==> src/rtl/synth_pkg.sv <==
// Shared types and helpers for the time-multiplexed polyphonic synth engine.
// Noise constants are only consumed when SYNTH_NOISE_EN is defined.
package synth_pkg;

    typedef enum logic [1:0] {
        WAVE_SQUARE       = 2'd0,
        WAVE_SAW          = 2'd1,
        WAVE_TRI          = 2'd2,
        WAVE_SILENT_NOISE = 2'd3
    } wave_mode_t;

    typedef enum logic [1:0] {
        ST_IDLE  = 2'd0,
        ST_RUN   = 2'd1,
        ST_DRAIN = 2'd2,
        ST_OUT   = 2'd3
    } state_t;

    // Galois form of x^16+x^14+x^13+x^11+1, shifting right.
    localparam logic [15:0] LFSR_SEED = 16'hACE1;
    localparam logic [15:0] LFSR_TAPS = 16'hB400;

    // Clamp a signed value into the range of a w-bit two's complement number.
    function automatic logic signed [63:0] saturate(input logic signed [63:0] x,
                                                    input int unsigned w);
        logic signed [63:0] hi;
        logic signed [63:0] lo;
        hi = (64'sd1 <<< (w - 1)) - 64'sd1;
        lo = -hi - 64'sd1;
        if (x > hi) return hi;
        if (x < lo) return lo;
        return x;
    endfunction

endpackage

==> src/rtl/synth_wave_gen.sv <==
// Combinational waveform generator: phase + mode -> signed sample.
// With SYNTH_NOISE_EN defined, mode 3 outputs the shared LFSR value instead of silence.
module synth_wave_gen
    import synth_pkg::*;
#(
    parameter int SAMPLE_W = 16,
    parameter int PHASE_W  = 32
) (
    input  logic [PHASE_W-1:0]         phase_i,
    input  wave_mode_t                 mode_i,
`ifdef SYNTH_NOISE_EN
    input  logic [15:0]                noise_i,
`endif
    output logic signed [SAMPLE_W-1:0] wave_o
);

    localparam logic [SAMPLE_W-1:0] PEAK = {1'b0, {(SAMPLE_W-1){1'b1}}};

    logic               msb;
    logic [SAMPLE_W-1:0] u;
    logic [SAMPLE_W-1:0] tri_u;
    logic               unused_phase_lsbs;

    assign msb   = phase_i[PHASE_W-1];
    assign u     = phase_i[PHASE_W-2 -: SAMPLE_W];
    assign tri_u = msb ? ~u : u;
    assign unused_phase_lsbs = ^phase_i[PHASE_W-SAMPLE_W-2:0];

    // Subtracting M from an unsigned SAMPLE_W value is just flipping its top bit.
    always_comb begin
        wave_o = '0;
        case (mode_i)
            WAVE_SQUARE: wave_o = msb ? -$signed(PEAK) : $signed(PEAK);
            WAVE_SAW:    wave_o = {~msb, phase_i[PHASE_W-2 -: SAMPLE_W-1]};
            WAVE_TRI:    wave_o = {~tri_u[SAMPLE_W-1], tri_u[SAMPLE_W-2:0]};
`ifdef SYNTH_NOISE_EN
            WAVE_SILENT_NOISE: wave_o = SAMPLE_W'($signed(noise_i));
`endif
            default:     wave_o = '0;
        endcase
    end

endmodule

==> src/rtl/poly_synth_engine.sv <==
// N-voice time-multiplexed synth: one voice per cycle through a 2-stage wave/gain pipe,
// mixed and saturated once per sample_tick. Optional noise voice mode: SYNTH_NOISE_EN.
module poly_synth_engine
    import synth_pkg::*;
#(
    parameter int N_VOICES = 8,
    parameter int SAMPLE_W = 16,
    parameter int PHASE_W  = 32,
    parameter int VOL_W    = 8
) (
    input  logic                               clk,
    input  logic                               reset_n,
    input  logic                               sample_tick,
    input  logic [N_VOICES-1:0][PHASE_W-1:0]   phase_inc,
    input  logic [N_VOICES-1:0][1:0]           wave_mode,
    input  logic [N_VOICES-1:0]                gate,
    input  logic [N_VOICES-1:0][VOL_W-1:0]     volume,
    input  logic [1:0]                         master_shift,
    input  logic                               clear_overrun,
    output logic signed [SAMPLE_W-1:0]         out_sample,
    output logic                               out_valid,
    output logic                               busy,
    output logic                               overrun
);

    localparam int IDX_W  = $clog2(N_VOICES);
    localparam int ACC_W  = SAMPLE_W + IDX_W + 1;
    localparam int PROD_W = SAMPLE_W + VOL_W + 1;

    state_t                          state_q, state_d;
    logic [IDX_W-1:0]                idx_q, idx_d;
    logic [N_VOICES-1:0][PHASE_W-1:0] phase_q;
    logic [N_VOICES-1:0]             prev_gate_q;
    logic signed [SAMPLE_W-1:0]      wave_q;
    logic [VOL_W-1:0]                vol_q;
    logic                            s2_vld_q;
    logic signed [ACC_W-1:0]         acc_q;
    logic signed [SAMPLE_W-1:0]      out_sample_q, out_sample_d;
    logic                            out_valid_q;
    logic                            overrun_q, overrun_d;

    // ---- stage 1: select the current voice and generate its wave sample
    logic                       run, g, rise;
    logic [PHASE_W-1:0]         wave_phase;
    wave_mode_t                 mode;
    logic signed [SAMPLE_W-1:0] raw_wave;

    assign run        = (state_q == ST_RUN);
    assign g          = gate[idx_q];
    assign rise       = g & ~prev_gate_q[idx_q];
    assign wave_phase = rise ? '0 : phase_q[idx_q];
    assign mode       = wave_mode_t'(wave_mode[idx_q]);

`ifdef SYNTH_NOISE_EN
    logic [15:0] lfsr_q;
    logic        noise_step;
    assign noise_step = run & g & (mode == WAVE_SILENT_NOISE);

    always_ff @(posedge clk or negedge reset_n) begin
        if (!reset_n)        lfsr_q <= LFSR_SEED;
        else if (noise_step) lfsr_q <= {1'b0, lfsr_q[15:1]} ^ (lfsr_q[0] ? LFSR_TAPS : 16'h0);
    end
`endif

    synth_wave_gen #(.SAMPLE_W(SAMPLE_W), .PHASE_W(PHASE_W)) u_wave (
        .phase_i (wave_phase),
        .mode_i  (mode),
`ifdef SYNTH_NOISE_EN
        .noise_i (lfsr_q),
`endif
        .wave_o  (raw_wave)
    );

    always_ff @(posedge clk or negedge reset_n) begin
        if (!reset_n) begin
            phase_q     <= '0;
            prev_gate_q <= '0;
            wave_q      <= '0;
            vol_q       <= '0;
            s2_vld_q    <= 1'b0;
        end else begin
            s2_vld_q <= run;
            if (run) begin
                prev_gate_q[idx_q] <= g;
                wave_q             <= g ? raw_wave : '0;
                vol_q              <= volume[idx_q];
                if (g) phase_q[idx_q] <= wave_phase + phase_inc[idx_q];
            end
        end
    end

    // ---- stage 2: unsigned gain, floor shift, accumulate
    logic signed [PROD_W-1:0] prod;
    logic signed [ACC_W-1:0]  acc_nxt, mix;

    assign prod    = PROD_W'(wave_q) * PROD_W'($signed({1'b0, vol_q}));
    assign acc_nxt = acc_q + (s2_vld_q ? ACC_W'(prod >>> VOL_W) : '0);
    assign mix     = acc_nxt >>> master_shift;
    assign out_sample_d = SAMPLE_W'(saturate(64'(mix), SAMPLE_W));

    // ---- frame sequencing
    always_comb begin
        state_d = state_q;
        idx_d   = idx_q;
        case (state_q)
            ST_IDLE: if (sample_tick) begin
                state_d = ST_RUN;
                idx_d   = '0;
            end
            ST_RUN: begin
                idx_d = idx_q + 1'b1;
                if (idx_q == IDX_W'(N_VOICES - 1)) state_d = ST_DRAIN;
            end
            ST_DRAIN: state_d = ST_OUT;
            ST_OUT:   state_d = ST_IDLE;
            default:  state_d = ST_IDLE;
        endcase
    end

    // A tick landing while busy is dropped; a new event beats a simultaneous clear.
    always_comb begin
        overrun_d = overrun_q;
        if (sample_tick && busy) overrun_d = 1'b1;
        else if (clear_overrun)  overrun_d = 1'b0;
    end

    always_ff @(posedge clk or negedge reset_n) begin
        if (!reset_n) begin
            state_q      <= ST_IDLE;
            idx_q        <= '0;
            acc_q        <= '0;
            out_sample_q <= '0;
            out_valid_q  <= 1'b0;
            overrun_q    <= 1'b0;
        end else begin
            state_q     <= state_d;
            idx_q       <= idx_d;
            overrun_q   <= overrun_d;
            out_valid_q <= (state_q == ST_DRAIN);
            if (state_q == ST_IDLE && sample_tick) acc_q <= '0;
            else                                   acc_q <= acc_nxt;
            if (state_q == ST_DRAIN) out_sample_q <= out_sample_d;
        end
    end

    assign busy       = (state_q != ST_IDLE);
    assign out_sample = out_sample_q;
    assign out_valid  = out_valid_q;
    assign overrun    = overrun_q;

endmodule

==> config.mk <==
export PLATFORM = sky130hd
export DESIGN_NAME = poly_synth_engine
export DESIGN_NICKNAME = d
export VERILOG_FILES = /design/src/rtl/synth_pkg.sv /design/src/rtl/synth_wave_gen.sv /design/src/rtl/poly_synth_engine.sv
export SDC_FILE = /design/constraint.sdc
export NUM_CORES = 1
export LEC_CHECK = 0
export ABC_AREA = 1
export BUFFER_PORTS_ARGS = -buffer_cell sky130_fd_sc_hd__buf_2
export CAP_MARGIN = 0
export CELL_PAD_IN_SITES_DETAIL_PLACEMENT = 1
export CELL_PAD_IN_SITES_GLOBAL_PLACEMENT = 2
export CORE_MARGIN = 3
export CORE_UTILIZATION = 36
export CTS_CLUSTER_DIAMETER = 80
export CTS_CLUSTER_SIZE = 20
export DETAILED_ROUTE_END_ITERATION = 8
export HOLD_SLACK_MARGIN = 0.12
export PLACE_DENSITY_LB_ADDON = 0.1
export SYNTH_ARGS = -nofsm -noshare
export SYNTH_HDL_FRONTEND = slang
export SYNTH_SLANG_ARGS = --single-unit
==> constraint.sdc <==
create_clock -name clk -period 10.8 [get_ports clk]
set_input_delay 0 -clock clk [delete_from_list [all_inputs] [get_ports clk]]
set_output_delay 0 -clock clk [all_outputs]
set_load 0.03 [all_outputs]
# Word-level counts from Yosys, hierarchy flattened
# Cells that the tools add are included.
# totals
reg_bits	332
inputBits	350
output_inout_bits	19
elab_cells	90
# op_classes
addsub	3
n_mul	1
magnitude_cmp	4
eq_ne	8
shift	1
mux	39
bitwise	5
reduce_logical	11
# ops
operator	n
$bwmux W256	1
$bmux W32 S3	2
$mux W32	4
$mux W16	7
$demux W32 S3	1
$pmux W16 S3	1
$mux W20	2
$add A32 B32 Y32	1
$mul A16 B9 Y25	1
$bmux W8 S3	1
$add A20 B20 Y20	1
$gt A20 B16 Y1 const B	1
$lt A20 B16 Y1 const B	1
$sshr A20 B2 Y20	1
$not A16 Y16	1
$bwmux W8	1
$mux W1	8
$mux W8	1
$pmux W2 S4	1
$bmux W1 S3	2
$bmux W2 S3	1
$eq A2 B2 Y1 const B	3
$mux W2	3
$pmux W3 S2	1
15 further kinds	25

# Depth between registers and ports, before layout
# depth
ltp_word	10
depth_mapped	46

# By module
# A second synthesis with hierarchy kept.
# hier_totals
hier_cells	3360
area_unflattened_um2	24596.1
# modules_own_cells
module	n_inst	cells_each	area_per_inst_um2	seq_area_each_um2
poly_synth_engine	1	3220	23960.5	8308.0
synth_wave_gen	1	140	635.6	0.0

# Least setup slack after synthesis
# OpenSTA, ideal clock, no wires.
# synth_path
path_type	reg-to-reg
startpoint	register vol_q[2]
endpoint	register out_sample_q[10], in the netlist out_sample[10]
arrival_time_ns	6.438
required_time_ns	10.676
setup_slack_ns	4.238
stages_incl_launch_ff	42
cell_sequence	dfrtp_1 -> clkbuf_1 -> clkbuf_1 -> nand2_1 -> fa_1 -> inv_1 -> fa_1 -> fa_1 -> inv_1 -> fa_1 -> inv_1 -> ha_1 -> nand2_1 -> inv_1 -> nand2_1 -> nand2_1 -> a21oi_1 -> nor2_1 -> (+6 left out) -> nand2_1 -> nand2_1 -> o21ai_0 -> a21oi_1 -> ha_1 -> a21oi_1 -> o21ai_0 -> a21oi_1 -> nand2_1 -> xnor2_1 -> nand2_1 -> nand3_1 -> nand2_1 -> inv_1 -> o211ai_1 -> a21oi_2 -> buf_2 -> a21oi_1
# synth_via
elab_chain_cells	9
word_cells_on_any_way	12
# synth_rtl
element	line_no	text
start: declaration	poly_synth_engine.sv:35	logic [VOL_W-1:0] vol_q;
start signal: assignment	poly_synth_engine.sv:86	vol_q <= volume[idx_q];
$mul A16 B9 Y25 (*)	poly_synth_engine.sv:96	assign prod = PROD_W'(wave_q) * PROD_W'($signed({1'b0, vol_q}));
$mux W20 (*)	poly_synth_engine.sv:97	assign acc_nxt = acc_q + (s2_vld_q ? ACC_W'(prod >>> VOL_W) : '0);
$add A20 B20 Y20 (*)	poly_synth_engine.sv:97	
$sshr A20 B2 Y20 (*)	poly_synth_engine.sv:98	assign mix = acc_nxt >>> master_shift;
$lt A20 B16 Y1	synth_pkg.sv:31	if (x < lo) return lo;
$mux W1 (2 in a row)	synth_pkg.sv:31	
$mux W16	synth_pkg.sv:32	return x;
$mux W16 (*)	synth_pkg.sv:31	
end signal: assignment	poly_synth_engine.sv:142	if (state_q == ST_DRAIN) out_sample_q <= out_sample_d;
end: declaration	poly_synth_engine.sv:38	logic signed [SAMPLE_W-1:0] out_sample_q, out_sample_d;
# Mark *: on every way between the ends. The rest lies on a longest branch, timed or not. The select of a mux whose other input is x is not followed.
# A chain may end at the register's enable or synchronous reset.

# Worst setup path in the final report
# layout_path
startpoint	register vol_q[0]
endpoint	register out_sample_q[10], in the netlist out_sample[10]
# The elaborated chain is that of the path after synthesis.

==> key figures <==
Run status
  – Result of the run: finished, final reports clean

Place
  – GPL Wtd Cong: 0.961
  – HPWL after detailed placement: 76300 um
  – Input/output buffers: 368
  – Minimum setup slack after placement: 3.13 ns

Global route
  – Maximum number of pins on one net before global-route repair: 156
  – Remaining Overflow, GRT: 0
  – Wire length of the first global-routing pass: 159000 um
  – Via count of the first global-routing pass: 25.9k
  – Overall routing resource usage: 29.4%
  – Number of antenna violations at the first check in global routing: 7

STA
  – Fin. max-slew vios: 0
  – Setup clock skew after layout: 0.0225 ns
  – Max-Slew Margin vs Limit: 12.3%
  – Least setup slack across all paths after layout: 2.94 ns
  – Period utilization: 72.8%
  – Unrepaired setup endpoints after global routing: false
  – Number of setup violations in the final report: 0
  – Maximum clock rate: 127 MHz
  – Total negative setup slack: 0 ns
  – Actual slew at the worst max-slew pin: 1.30 ns
  – Final Hold Violating Endpoints: 0
  – Tmin final: 7.86 ns

Die
  – Core region area: 66100 um2
  – I/O Pins: 369
  – Die area: 70200 um2
  – Initial Util: 36.5%
  – Floorplan die height: 265 um
  – Overall die width: 265 um
  – Number of standard-cell rows in the floorplan: 94

Critical path
  – RR Endpoint: out_sample[10]$_DFFE_PN0P_
  – Delay of the slowest critical-path stage: 0.69 ns
  – Startpoint of the worst-slack reg-to-reg timing path: vol_q[0]$_DFFE_PN0P_
  – Buffers plus inverters on the worst setup path: 5
  – Crit path capture type: register
  – Top fanout value on the critical path: 16
  – Critical Path Source Type: register
  – Startpoint-to-endpoint class of the critical path: reg2reg
  – Slowest CP cell: dfrtp_1
  – Cell count of the worst reg-to-reg path: 34
  – Data arrival at the endpoint of the critical path: 8.32 ns
  – Required time of the worst setup path: 11.25 ns
  – Flop2flop setup slack: 2.94 ns
  – Cell type group with the largest total delay on the critical path: adder cells
  – Most repeated library cell on the critical path: nand2_1

Clock network
  – Inserted Clock Buffers: 27
  – Total number of H-tree levels: 1
  – TritonCTS clock tree: done
  – Post-CTS setup buffer count: 0
  – Clock input transition at the sequential cells of the worst setup and hold paths: 0.09 ns
  – CTS Buffer Depth: 3
  – Worst skew pair latency: 0.60 ns
  – Post-cts repair resize count: 0
  – CTS Root Buffer Type: clkbuf_16
  – Number of sinks driven by the clock tree: 332

Finish
  – Count of filler cells inserted in the layout: 8405
  – Share of cells above drive strength 1: 14.0%
  – Final Net Count: 4125
  – Area Growth Syn to Fin: 16.0%

Drt
  – Total DRC errors in the routed layout: 0
  – Vias per inst: 5.48
  – Vias: 24.4k
  – Number of DRC markers in iteration 0: 1655
  – Detailed-route wire length: 105000 um
  – Routed length per placed instance: 23.5 um
  – Number of search-and-repair iterations in the first detailed-routing pass: 5
  – ANT nets after route: 0

Synth
  – Post-synthesis sequential area ratio: 34.4%
  – Number of distinct library cells after synthesis: 57
  – Cell types with the largest area share after synthesis: dfrtp_1 34%, nand2_1 14%, fa_1 8.5%
  – Most frequent cell after synthesis: nand2_1
  – Number of synthesized register bits: 332
  – Number of warnings issued by yosys: 0
  – Fraction of synthesis flops using an asynchronous set or reset pin: 100%
  – Mapped Nets: 3843
  – Share of the synthesized area in the top cell type: 34.4%
  – Mean post-synth cell area: 7.34 um2
  – Primary FF master, synth: dfrtp_1
  – Summed instance area of the synthesized netlist: 24100 um2
  – Leading area contributor after synthesis: dfrtp_1
  – Post-Syn Instances: 3289
  – Number of enable flip-flop cells after synthesis: 0
  – Post-synth top cells: 899 x nand2_1, 363 x inv_1, 352 x o21ai_0, 332 x dfrtp_1, 219 x nor2_1

Flow run
  – Reported max-cap violation count: 0

Min path
  – Hold Path Cell Cnt: 7
  – Hold_sp: wave_mode[4]
  – Hold Crit Endpoint: wave_q[15]$_DFFE_PN0P_
  – Hold Path Class: in2reg
-- metal layers --
layer  track usage [%]  up-vias  wire [um]
met4              5.69        2       2210
met3              3.21      120       4600
met5                 0        -         12
met2              50.9      589      50200
met1              40.2    12300      47600
li1                  -    11300          -
-- worst min-delay path: stages --
cell	delay, ns
buf_2	0.08
nand2_1	0.04
and3_1	0.25
inv_2	0.10
nor2_1	0.08
a21oi_1	0.15
o21ai_1	0.06
-- cell usage in the layout, fill, tap and decap left out, drive strengths merged, types with 4 or more instances in the layout --
cell and n:
clkinv 11, xnor2 18, nor3 38, a2111oi 33, a22o 8, a21oi 207, o21ai 379, xor2 27
or2 6, o21bai 4, buf 411, a32o 8, a211oi 9, o2111ai 4, nor2 227, o221ai 6
clkbuf 31, inv 385, dlygate4sd3 29, a21boi 5, o32ai 4, ha 101, a41oi 6, nand3 153
o211ai 4, nand4 11, fa 103, dfrtp 332, nand2 900, nor4 7, a221oi 7, o22ai 91
-- worst max-delay path by stage --
stage | startpoint | endpoint | slack [ns] | cells past startpoint
after floorplan | vol_q[2]$_DFFE_PN0P_ | out_sample[10]$_DFFE_PN0P_ | 4.24 | 41
after global placement | vol_q[5]$_DFFE_PN0P_ | out_sample[13]$_DFFE_PN0P_ | 3.43 | 39
after detailed placement | vol_q[0]$_DFFE_PN0P_ | out_sample[6]$_DFFE_PN0P_ | 3.13 | 38
after CTS | vol_q[0]$_DFFE_PN0P_ | out_sample[10]$_DFFE_PN0P_ | 2.94 | 34
after global routing | vol_q[0]$_DFFE_PN0P_ | out_sample[10]$_DFFE_PN0P_ | 2.18 | 33
final | vol_q[0]$_DFFE_PN0P_ | out_sample[10]$_DFFE_PN0P_ | 2.94 | 34
-- cell type report --
type | count | area [um2] | share of cell area, %
multi-input combinational | 2387 | 13700 | 48.9
sequential | 332 | 8310 | 29.7
timing repair buffer | 440 | 2510 | 8.99
inverter | 383 | 1440 | 5.15
tap | 864 | 1080 | 3.86
clock buffer | 31 | 731 | 2.61
clock inverter | 16 | 224 | 0.800
antenna | 2 | 5.00 | 0.0179
-- kinds of logic after synthesis --
group	Yosys count	share of synthesized area, %
AOI/OAI and AO/OA	789	18.5
xor gates and xnor gates	45	1.70
adders and majority gates	204	13.8
buffers and inverters	570	9.07
DFF	332	34.4
muxes	3	0.124
and+or+nand+nor	1346	22.5
-- timing repair --
item,4_1_cts,5_1_grt
hold buffers,30,0
hold endpoints to repair,136,0
endpoints found under the setup margin,0,0
-- flip-flops by register name, summed over array words and instances, names as in the netlist --
| signal | count |
|---|---|
| acc_q | 20 |
| idx_q | 3 |
| out_sample | 16 |
| out_valid | 1 |
| overrun | 1 |
| phase_q | 256 |
| prev_gate_q | 8 |
| s2_vld_q | 1 |
| state_q | 2 |
| vol_q | 8 |
| wave_q | 16 |
-- metrics by stage --
step | utilization (%) | area (um2) | cells | hold WS (ns)
global route | 42.3 | 28000 | 4455 | 0.245
global placement | 40.4 | 26700 | 4376 | 0.150
CTS | 42.3 | 28000 | 4453 | 0.173
detailed placement | 40.4 | 26700 | 4376 | 0.156
floorplan | - | 24100 | 3289 | -0.296
finish | 42.3 | 28000 | 4455 | 0.206
Power is not shown: default switching activity piles up to over one toggle a cycle in this logic, so the estimate is an artifact.
